File: src/rtl/ps2_keyboard_if.sv
`timescale 1ns/1ps
`default_nettype none
//==============================================================================
// ps2_keyboard_if - KBD/KBDCR register bus between the 6502 and the keyboard. Rev 1.0
//==============================================================================
interface ps2_keyboard_if;
  logic       enable;
  logic       address;
  logic [7:0] dout;

  modport master (output enable, output address, input dout);
  modport slave  (input enable, input address, output dout);
endinterface
`default_nettype wire

File: src/rtl/ps2_keyboard.sv
`timescale 1ns/1ps
`default_nettype none
//==============================================================================
// ps2_keyboard - PS/2 Set-2 receiver and Apple-1 ASCII decoder with KBD/KBDCR. Rev 1.0
//==============================================================================
module ps2_keyboard #(
  parameter int TIMEOUT_CYCLES = 25000
) (
  input  logic          clk25,
  input  logic          rst_n,
  ps2_keyboard_if.slave bus,
  input  logic          ps2_clk,
  input  logic          ps2_din,
  output logic          clr_screen,
  output logic          reset_key
);
  localparam logic [15:0] TIMEOUT_LIM = 16'(TIMEOUT_CYCLES);
  localparam logic [3:0]  LAST_BIT    = 4'd10;

  logic [1:0]  clk_sync_q, din_sync_q;
  logic        clk_prev_q;
  logic        fall;

  logic [3:0]  bit_cnt_q, bit_cnt_d;
  logic [10:0] shift_q, shift_d;
  logic [15:0] idle_q, idle_d;
  logic        frame_done_q, frame_done_d;

  logic        break_q, break_d;
  logic        ext_q, ext_d;
  logic        shift_held_q, shift_held_d;
  logic [6:0]  key_q, key_d;
  logic        ready_q, ready_d;
  logic        clr_q, clr_d;
  logic        rstkey_q, rstkey_d;

  logic [7:0]  rx_byte;
  logic        frame_ok;
  logic        is_shift;
  logic [7:0]  key_map;

  // Sync flops idle high so reset release never looks like a falling edge.
  always_ff @(posedge clk25 or negedge rst_n) begin
    if (!rst_n) begin
      clk_sync_q <= 2'b11;
      din_sync_q <= 2'b11;
      clk_prev_q <= 1'b1;
    end else begin
      clk_sync_q <= {clk_sync_q[0], ps2_clk};
      din_sync_q <= {din_sync_q[0], ps2_din};
      clk_prev_q <= clk_sync_q[1];
    end
  end

  assign fall = clk_prev_q & ~clk_sync_q[1];

  always_comb begin
    bit_cnt_d    = bit_cnt_q;
    shift_d      = shift_q;
    idle_d       = idle_q;
    frame_done_d = 1'b0;
    if (fall) begin
      idle_d  = '0;
      shift_d = {din_sync_q[1], shift_q[10:1]};
      if (bit_cnt_q == LAST_BIT) begin
        bit_cnt_d    = '0;
        frame_done_d = 1'b1;
      end else begin
        bit_cnt_d = bit_cnt_q + 4'd1;
      end
    end else begin
      if (idle_q != TIMEOUT_LIM) begin
        idle_d = idle_q + 16'd1;
      end
      if ((idle_q == TIMEOUT_LIM) && (bit_cnt_q != 4'd0)) begin
        bit_cnt_d = '0;
      end
    end
  end

  always_ff @(posedge clk25 or negedge rst_n) begin
    if (!rst_n) begin
      bit_cnt_q    <= '0;
      shift_q      <= '0;
      idle_q       <= '0;
      frame_done_q <= 1'b0;
    end else begin
      bit_cnt_q    <= bit_cnt_d;
      shift_q      <= shift_d;
      idle_q       <= idle_d;
      frame_done_q <= frame_done_d;
    end
  end

  // Frame layout after 11 right-shifts: [0]=start, [8:1]=data, [9]=parity, [10]=stop.
  assign rx_byte  = shift_q[8:1];
  assign frame_ok = frame_done_q & ~shift_q[0] & shift_q[10] & (^shift_q[9:1]);
  assign is_shift = (rx_byte == 8'h12) || (rx_byte == 8'h59);

  // Returns {valid, ascii}; letters are always upper case on the Apple-1.
  function automatic logic [7:0] map_code(input logic [7:0] code, input logic sh);
    map_code = 8'h00;
    case (code)
      8'h1C: map_code = {1'b1, 7'h41};
      8'h32: map_code = {1'b1, 7'h42};
      8'h21: map_code = {1'b1, 7'h43};
      8'h23: map_code = {1'b1, 7'h44};
      8'h24: map_code = {1'b1, 7'h45};
      8'h2B: map_code = {1'b1, 7'h46};
      8'h34: map_code = {1'b1, 7'h47};
      8'h33: map_code = {1'b1, 7'h48};
      8'h43: map_code = {1'b1, 7'h49};
      8'h3B: map_code = {1'b1, 7'h4A};
      8'h42: map_code = {1'b1, 7'h4B};
      8'h4B: map_code = {1'b1, 7'h4C};
      8'h3A: map_code = {1'b1, 7'h4D};
      8'h31: map_code = {1'b1, 7'h4E};
      8'h44: map_code = {1'b1, 7'h4F};
      8'h4D: map_code = {1'b1, 7'h50};
      8'h15: map_code = {1'b1, 7'h51};
      8'h2D: map_code = {1'b1, 7'h52};
      8'h1B: map_code = {1'b1, 7'h53};
      8'h2C: map_code = {1'b1, 7'h54};
      8'h3C: map_code = {1'b1, 7'h55};
      8'h2A: map_code = {1'b1, 7'h56};
      8'h1D: map_code = {1'b1, 7'h57};
      8'h22: map_code = {1'b1, 7'h58};
      8'h35: map_code = {1'b1, 7'h59};
      8'h1A: map_code = {1'b1, 7'h5A};
      8'h16: map_code = {1'b1, sh ? 7'h21 : 7'h31};
      8'h1E: map_code = {1'b1, sh ? 7'h40 : 7'h32};
      8'h26: map_code = {1'b1, sh ? 7'h23 : 7'h33};
      8'h25: map_code = {1'b1, sh ? 7'h24 : 7'h34};
      8'h2E: map_code = {1'b1, sh ? 7'h25 : 7'h35};
      8'h36: map_code = {1'b1, sh ? 7'h5E : 7'h36};
      8'h3D: map_code = {1'b1, sh ? 7'h26 : 7'h37};
      8'h3E: map_code = {1'b1, sh ? 7'h2A : 7'h38};
      8'h46: map_code = {1'b1, sh ? 7'h28 : 7'h39};
      8'h45: map_code = {1'b1, sh ? 7'h29 : 7'h30};
      8'h4E: map_code = {1'b1, sh ? 7'h5F : 7'h2D};
      8'h55: map_code = {1'b1, sh ? 7'h2B : 7'h3D};
      8'h54: map_code = {1'b1, sh ? 7'h7B : 7'h5B};
      8'h5B: map_code = {1'b1, sh ? 7'h7D : 7'h5D};
      8'h5D: map_code = {1'b1, sh ? 7'h7C : 7'h5C};
      8'h4C: map_code = {1'b1, sh ? 7'h3A : 7'h3B};
      8'h52: map_code = {1'b1, sh ? 7'h22 : 7'h27};
      8'h41: map_code = {1'b1, sh ? 7'h3C : 7'h2C};
      8'h49: map_code = {1'b1, sh ? 7'h3E : 7'h2E};
      8'h4A: map_code = {1'b1, sh ? 7'h3F : 7'h2F};
      8'h0E: map_code = {1'b1, sh ? 7'h7E : 7'h60};
      8'h29: map_code = {1'b1, 7'h20};
      8'h5A: map_code = {1'b1, 7'h0D};
      8'h76: map_code = {1'b1, 7'h1B};
      8'h66: map_code = {1'b1, 7'h5F};
      default: map_code = 8'h00;
    endcase
  endfunction

  assign key_map = map_code(rx_byte, shift_held_q);

  // A key load later in this block overrides the read-clear of ready.
  always_comb begin
    break_d      = break_q;
    ext_d        = ext_q;
    shift_held_d = shift_held_q;
    key_d        = key_q;
    ready_d      = ready_q;
    clr_d        = 1'b0;
    rstkey_d     = 1'b0;
    if (bus.enable && !bus.address) begin
      ready_d = 1'b0;
    end
    if (frame_ok) begin
      if (rx_byte == 8'hE0) begin
        ext_d = 1'b1;
      end else if (rx_byte == 8'hF0) begin
        break_d = 1'b1;
      end else begin
        break_d = 1'b0;
        ext_d   = 1'b0;
        if (!ext_q) begin
          if (is_shift) begin
            shift_held_d = ~break_q;
          end else if (!break_q) begin
            if (rx_byte == 8'h05) begin
              clr_d = 1'b1;
            end else if (rx_byte == 8'h07) begin
              rstkey_d = 1'b1;
            end else if (key_map[7]) begin
              key_d   = key_map[6:0];
              ready_d = 1'b1;
            end
          end
        end
      end
    end
  end

  always_ff @(posedge clk25 or negedge rst_n) begin
    if (!rst_n) begin
      break_q      <= 1'b0;
      ext_q        <= 1'b0;
      shift_held_q <= 1'b0;
      key_q        <= '0;
      ready_q      <= 1'b0;
      clr_q        <= 1'b0;
      rstkey_q     <= 1'b0;
    end else begin
      break_q      <= break_d;
      ext_q        <= ext_d;
      shift_held_q <= shift_held_d;
      key_q        <= key_d;
      ready_q      <= ready_d;
      clr_q        <= clr_d;
      rstkey_q     <= rstkey_d;
    end
  end

  assign bus.dout   = bus.address ? {ready_q, 7'b0} : {1'b1, key_q};
  assign clr_screen = clr_q;
  assign reset_key  = rstkey_q;

endmodule
`default_nettype wire
File: src/flat_wrapper.sv
// flat-port wrapper written by rule: the top's interface ports become plain ports
module ps2_keyboard_flat 
#(
  parameter int TIMEOUT_CYCLES = 25000
)
  (clk25, rst_n, ps2_clk, ps2_din, clr_screen, reset_key, bus_enable, bus_address, bus_dout);
  ps2_keyboard_if bus_i ();
  input  logic clk25;
  input  logic rst_n;
  input  logic ps2_clk;
  input  logic ps2_din;
  output logic clr_screen;
  output logic reset_key;
  input wire logic [$bits(bus_i.enable)-1:0] bus_enable;
  input wire logic [$bits(bus_i.address)-1:0] bus_address;
  output wire logic [$bits(bus_i.dout)-1:0] bus_dout;
  assign bus_i.enable = bus_enable;
  assign bus_i.address = bus_address;
  assign bus_dout = bus_i.dout;
  ps2_keyboard #(.TIMEOUT_CYCLES(TIMEOUT_CYCLES)) u_core (.clk25(clk25), .rst_n(rst_n), .bus(bus_i), .ps2_clk(ps2_clk), .ps2_din(ps2_din), .clr_screen(clr_screen), .reset_key(reset_key));
endmodule
File: config.mk
export PLATFORM = sky130hd
export DESIGN_NAME = ps2_keyboard_flat
export DESIGN_NICKNAME = d
export VERILOG_FILES = /design/src/rtl/ps2_keyboard_if.sv /design/src/rtl/ps2_keyboard.sv /design/src/flat_wrapper.sv
export SDC_FILE = /design/constraint.sdc
export NUM_CORES = 1
export LEC_CHECK = 0
export CAP_MARGIN = 30
export CORE_ASPECT_RATIO = 2
export CORE_UTILIZATION = 40
export DETAILED_ROUTE_END_ITERATION = 6
export HOLD_SLACK_MARGIN = 0.1
export PLACE_DENSITY_LB_ADDON = 0.12
export SYNTH_ARGS = -nofsm -noshare
export SYNTH_HDL_FRONTEND = slang
export SYNTH_SLANG_ARGS = --single-unit
File: constraint.sdc
create_clock -name clk25 -period 4.5 [get_ports clk25]
set_clock_uncertainty 0.15 [all_clocks]
set_input_delay 0.9 -clock clk25 [delete_from_list [all_inputs] [get_ports clk25]]
set_output_delay 0.9 -clock clk25 [all_outputs]
set_load 0.05 [all_outputs]
==> impl_summary.log <==
[metrics] status: finished clean
[metrics] average footprint of a synthesized cell: 8.32 sq um
[metrics] area taken by multi-input logic gates: 1960 sq um
[metrics] detailed-route via count: 3064
[metrics] number of buffers added for setup after CTS: 0
[metrics] post-route total power: 1.50 mW
[metrics] Tightest Hold Check Type: flop to flop
[metrics] post-synthesis async set-or-reset flop share: 1.00
[metrics] Worst setup SP type: input pin
[metrics] f_max: 287 MHz
[metrics] total CTS buffers: 5
[metrics] CTS H-Tree Depth: 2
[metrics] root cell of the clock tree: sky130_fd_sc_hd__clkbuf_16
[metrics] synth warn: 0
[metrics] flops & latches, synth: 50
[metrics] top-level port count: 16
[metrics] Post-route DRC: 0
[metrics] hold bufs inserted after CTS: 0
[metrics] cell type group with the largest total delay on the critical path: buffers and inverters
[metrics] endpoint kind of the worst setup timing path: output pin
[metrics] layout cells sized above 1: 0.0756
[metrics] post-route setup TNS: 0 ns
[metrics] Layout Area Growth over Synthesis: 9.90%
[metrics] Slew HR: 0.379
[metrics] xor and xnor area share after synthesis: 0.0499
[metrics] initial antenna violation count: 0
[metrics] number of nets in the layout: 436
[metrics] clk buf depth: 2
[metrics] number of library cell types mapped by synthesis: 52
[metrics] initial cell density of the core: 0.415
[metrics] netlist area before placement: 3440 sq um
[metrics] number of failing hold endpoints at the final stage: 0
[metrics] critical path peak fanout: 9
[metrics] commonest cells after routing, fill and taps aside: sky130_fd_sc_hd__nand2_1, sky130_fd_sc_hd__dfrtp_1, sky130_fd_sc_hd__nor2_1
[metrics] number of endpoints failing setup at the final stage: 0
[metrics] Die ar.: 8990 sq um
[metrics] simple-gate area share of the yosys netlist: 0.273
[metrics] number of enable flip-flop cells after synthesis: 0
[metrics] via density per instance: 6.03
[metrics] VDD IR max: 265 uV
[metrics] TritonCTS clock tree: built
[metrics] chain of cells forming the critical path: clkdlybuf4s50_1 -> nor2b_1 -> clkdlybuf4s50_1
[metrics] All-Layer GR Usage: 0.228
[metrics] vias in the first global route: 2999
[metrics] Resize count post-CTS: 0
[metrics] gp weighted congestion: 1.01
[metrics] min cycle time layout: 3.49 ns
[metrics] total count of max-transition violations in the final report: 0
[metrics] Port Buffer Count: 15
[metrics] area fraction in compound gates after synthesis: 0.147
[metrics] area taken by flip-flops and latches: 1260 sq um
[metrics] mux contribution to synthesized area: 0.0229
[metrics] wire length of the first global-routing pass: 15100 um
[metrics] core area: 8290 sq um
[metrics] Tightest Pin Transition: 0.932 ns
[metrics] fillers: 808
[metrics] data required time at the worst endpoint: 3.45 ns
[metrics] commonest non-fill, non-tap cell in the layout: sky130_fd_sc_hd__nand2_1
[metrics] critical path arrival: 2.44 ns
[metrics] Mapped Nets: 440
[metrics] Buf+Inv Stages, Crit Path: 2
[metrics] RSZ-0062 raised after global routing: false
[metrics] antenna cells: 0
[metrics] num rows: 47
[metrics] pin count of the biggest net entering global routing: 33
[metrics] Pwr Density: 396 nW/um^2
[metrics] part of the Yosys area used for sequential elements: 0.366
[metrics] main combinational cell family by area after synthesis: simple AND/OR/NAND/NOR gates
[metrics] Pre-Repair DR Iteration Count: 4
[metrics] max-cap violations: 0
[metrics] insertion delay to the later sink of the worst-skew pair: 0.30 ns
[metrics] clock transition at the registers of the reported paths: 0.07 ns
[metrics] sum of overflow across all layers after global routing: 0
[metrics] delay contributed by the slowest stage of the critical path: 0.81 ns
[metrics] ratio of final minimum period to clock period: 0.775
[metrics] starting DRC count in detailed routing: 144
[metrics] half-perimeter wire length after placement: 7120 um
[metrics] die height: 133 um
[metrics] leak pwr: 1.63 nW
[metrics] commonest register cell after synthesis: sky130_fd_sc_hd__dfrtp_1
[metrics] CTS sink cnt: 50
[metrics] post-synthesis instance total: 413
[metrics] most numerous cell on the critical path: sky130_fd_sc_hd__clkdlybuf4s50_1
[metrics] slowest cell on the critical path: sky130_fd_sc_hd__clkdlybuf4s50_1
[metrics] antenna viol nets, final: 0
[metrics] post-detailed-route wirelength per cell: 18.8 um
[metrics] die width: 67.5 um
[metrics] Crit Path Category: input pin to output pin
[metrics] Routed Wire Length: 9550 um
[metrics] Post-Synth Adder-Cell Area: 0.0764
## logic make-up after synthesis
logic type	Yosys count
and+or+nand+nor	192
AOI/OAI and AO/OA	78
DFF	50
buffers and inverters	47
adders and majority gates	21
xor gates and xnor gates	18
muxes	7
## per-layer routing
layer  routed length (um)  share of wire  up-vias  track usage
li1                     -              -     1451            -
met1                 3250           0.34     1457        0.225
met2                 5320           0.56      114        0.413
met3                  321          0.034       42       0.0257
met4                  654          0.069        0        0.160
met5                    0              0        -            0
## worst paths after layout
| check | slack, ns | cells after the start | startpoint | to |
|---|---|---|---|---|
| hold / removal | 0.21 | 0 | u_core.clk_sync_q[0]$_DFF_PN1_ | u_core.clk_sync_q[1]$_DFF_PN1_ |
| setup / recovery | 1.01 | 3 | bus_address | bus_dout[4] |
| min in group asynchronous | 0.47 | 1 | rst_n | u_core.key_q[2]$_DFFE_PN0P_ |
| setup reg to reg | 1.24 | 8 | u_core.shift_q[7]$_DFFE_PN0P_ | u_core.key_q[4]$_DFFE_PN0P_ |
| hold reg to reg | 0.21 | 0 | u_core.clk_sync_q[0]$_DFF_PN1_ | u_core.clk_sync_q[1]$_DFF_PN1_ |
| max in group asynchronous | 2.97 | 2 | rst_n | u_core.idle_q[5]$_DFFE_PN0P_ |
## state kept, by name, indices dropped and copies added (netlist names)
| name | flops |
|---|---|
| u_core.reset_key | 1 |
| u_core.idle_q | 16 |
| u_core.clk_prev_q | 1 |
| u_core.shift_q | 11 |
| u_core.clk_sync_q | 2 |
| u_core.key_q | 7 |
| u_core.bit_cnt_q | 4 |
| u_core.ext_q | 1 |
| u_core.break_q | 1 |
| u_core.frame_done_q | 1 |
| u_core.ready_q | 1 |
| u_core.clr_screen | 1 |
| u_core.din_sync_q | 2 |
| u_core.shift_held_q | 1 |
## power breakdown
| group | internal, mW | switching, mW | total [mW] |
|---|---|---|---|
| combinational | 0.149 | 0.284 | 0.433 |
| clock | 0.334 | 0.179 | 0.513 |
| sequential | 0.498 | 0.0510 | 0.549 |
## area by class of cell
| type | instances | share of cell area |
|---|---|---|
| Tap cell | 98 | 0.0325 |
| Inverter | 17 | 0.0169 |
| Timing Repair Buffer | 19 | 0.0464 |
| Sequential cell | 50 | 0.333 |
| Multi-Input combinational cell | 316 | 0.519 |
| Clock inverter | 2 | 0.0159 |
| Clock buffer | 6 | 0.0368 |
## per-stage QoR
stage / instances / setup slack, ns / util / instance area [sq um] / hold WS (ns)
after floorplan: 413 / 1.79 / - / 3440 / 0.195
after global placement: 500 / 1.01 / 0.432 / 3580 / 0.196
after detailed placement: 500 / 0.986 / 0.432 / 3580 / 0.198
after CTS: 508 / 0.984 / 0.456 / 3780 / 0.209
after global routing: 508 / 0.891 / 0.456 / 3780 / 0.215
final: 508 / 1.01 / 0.456 / 3780 / 0.206
## Yosys cell counts (2+ instances only)
cell                        number  area [sq um]
sky130_fd_sc_hd__nand2_1        71           267
sky130_fd_sc_hd__dfrtp_1        45          1130
sky130_fd_sc_hd__nor2_1         31           116
sky130_fd_sc_hd__o21ai_0        26           130
sky130_fd_sc_hd__nand4_1        25           156
sky130_fd_sc_hd__nand3_1        24           120
sky130_fd_sc_hd__ha_1           21           263
sky130_fd_sc_hd__clkbuf_1       17          63.8
sky130_fd_sc_hd__inv_1          17          63.8
sky130_fd_sc_hd__a21oi_1        16          80.1
sky130_fd_sc_hd__xor2_1         13           114
sky130_fd_sc_hd__nor2b_1         9          56.3
sky130_fd_sc_hd__mux2_2          7          78.8
sky130_fd_sc_hd__nor3_1          7          35.0
sky130_fd_sc_hd__a22oi_1         6          45.0
sky130_fd_sc_hd__o22ai_1         6          37.5
sky130_fd_sc_hd__buf_6           5          56.3
sky130_fd_sc_hd__dfstp_2         5           131
sky130_fd_sc_hd__nor4_1          5          31.3
sky130_fd_sc_hd__o2111ai_1       5          43.8
sky130_fd_sc_hd__buf_2           4          20.0
sky130_fd_sc_hd__xnor2_1         4          35.0
sky130_fd_sc_hd__a31oi_1         3          18.8
sky130_fd_sc_hd__a41oi_1         3          26.3
sky130_fd_sc_hd__buf_1           3          11.3
sky130_fd_sc_hd__nor3b_1         3          22.5
sky130_fd_sc_hd__a32o_1          2          20.0
sky130_fd_sc_hd__and3_1          2          12.5
sky130_fd_sc_hd__nand2b_1        2          12.5
sky130_fd_sc_hd__nand3b_1        2          15.0
sky130_fd_sc_hd__o21a_1          2          15.0
sky130_fd_sc_hd__o32ai_1         2          17.5
Power figures use the tool's default switching activity.
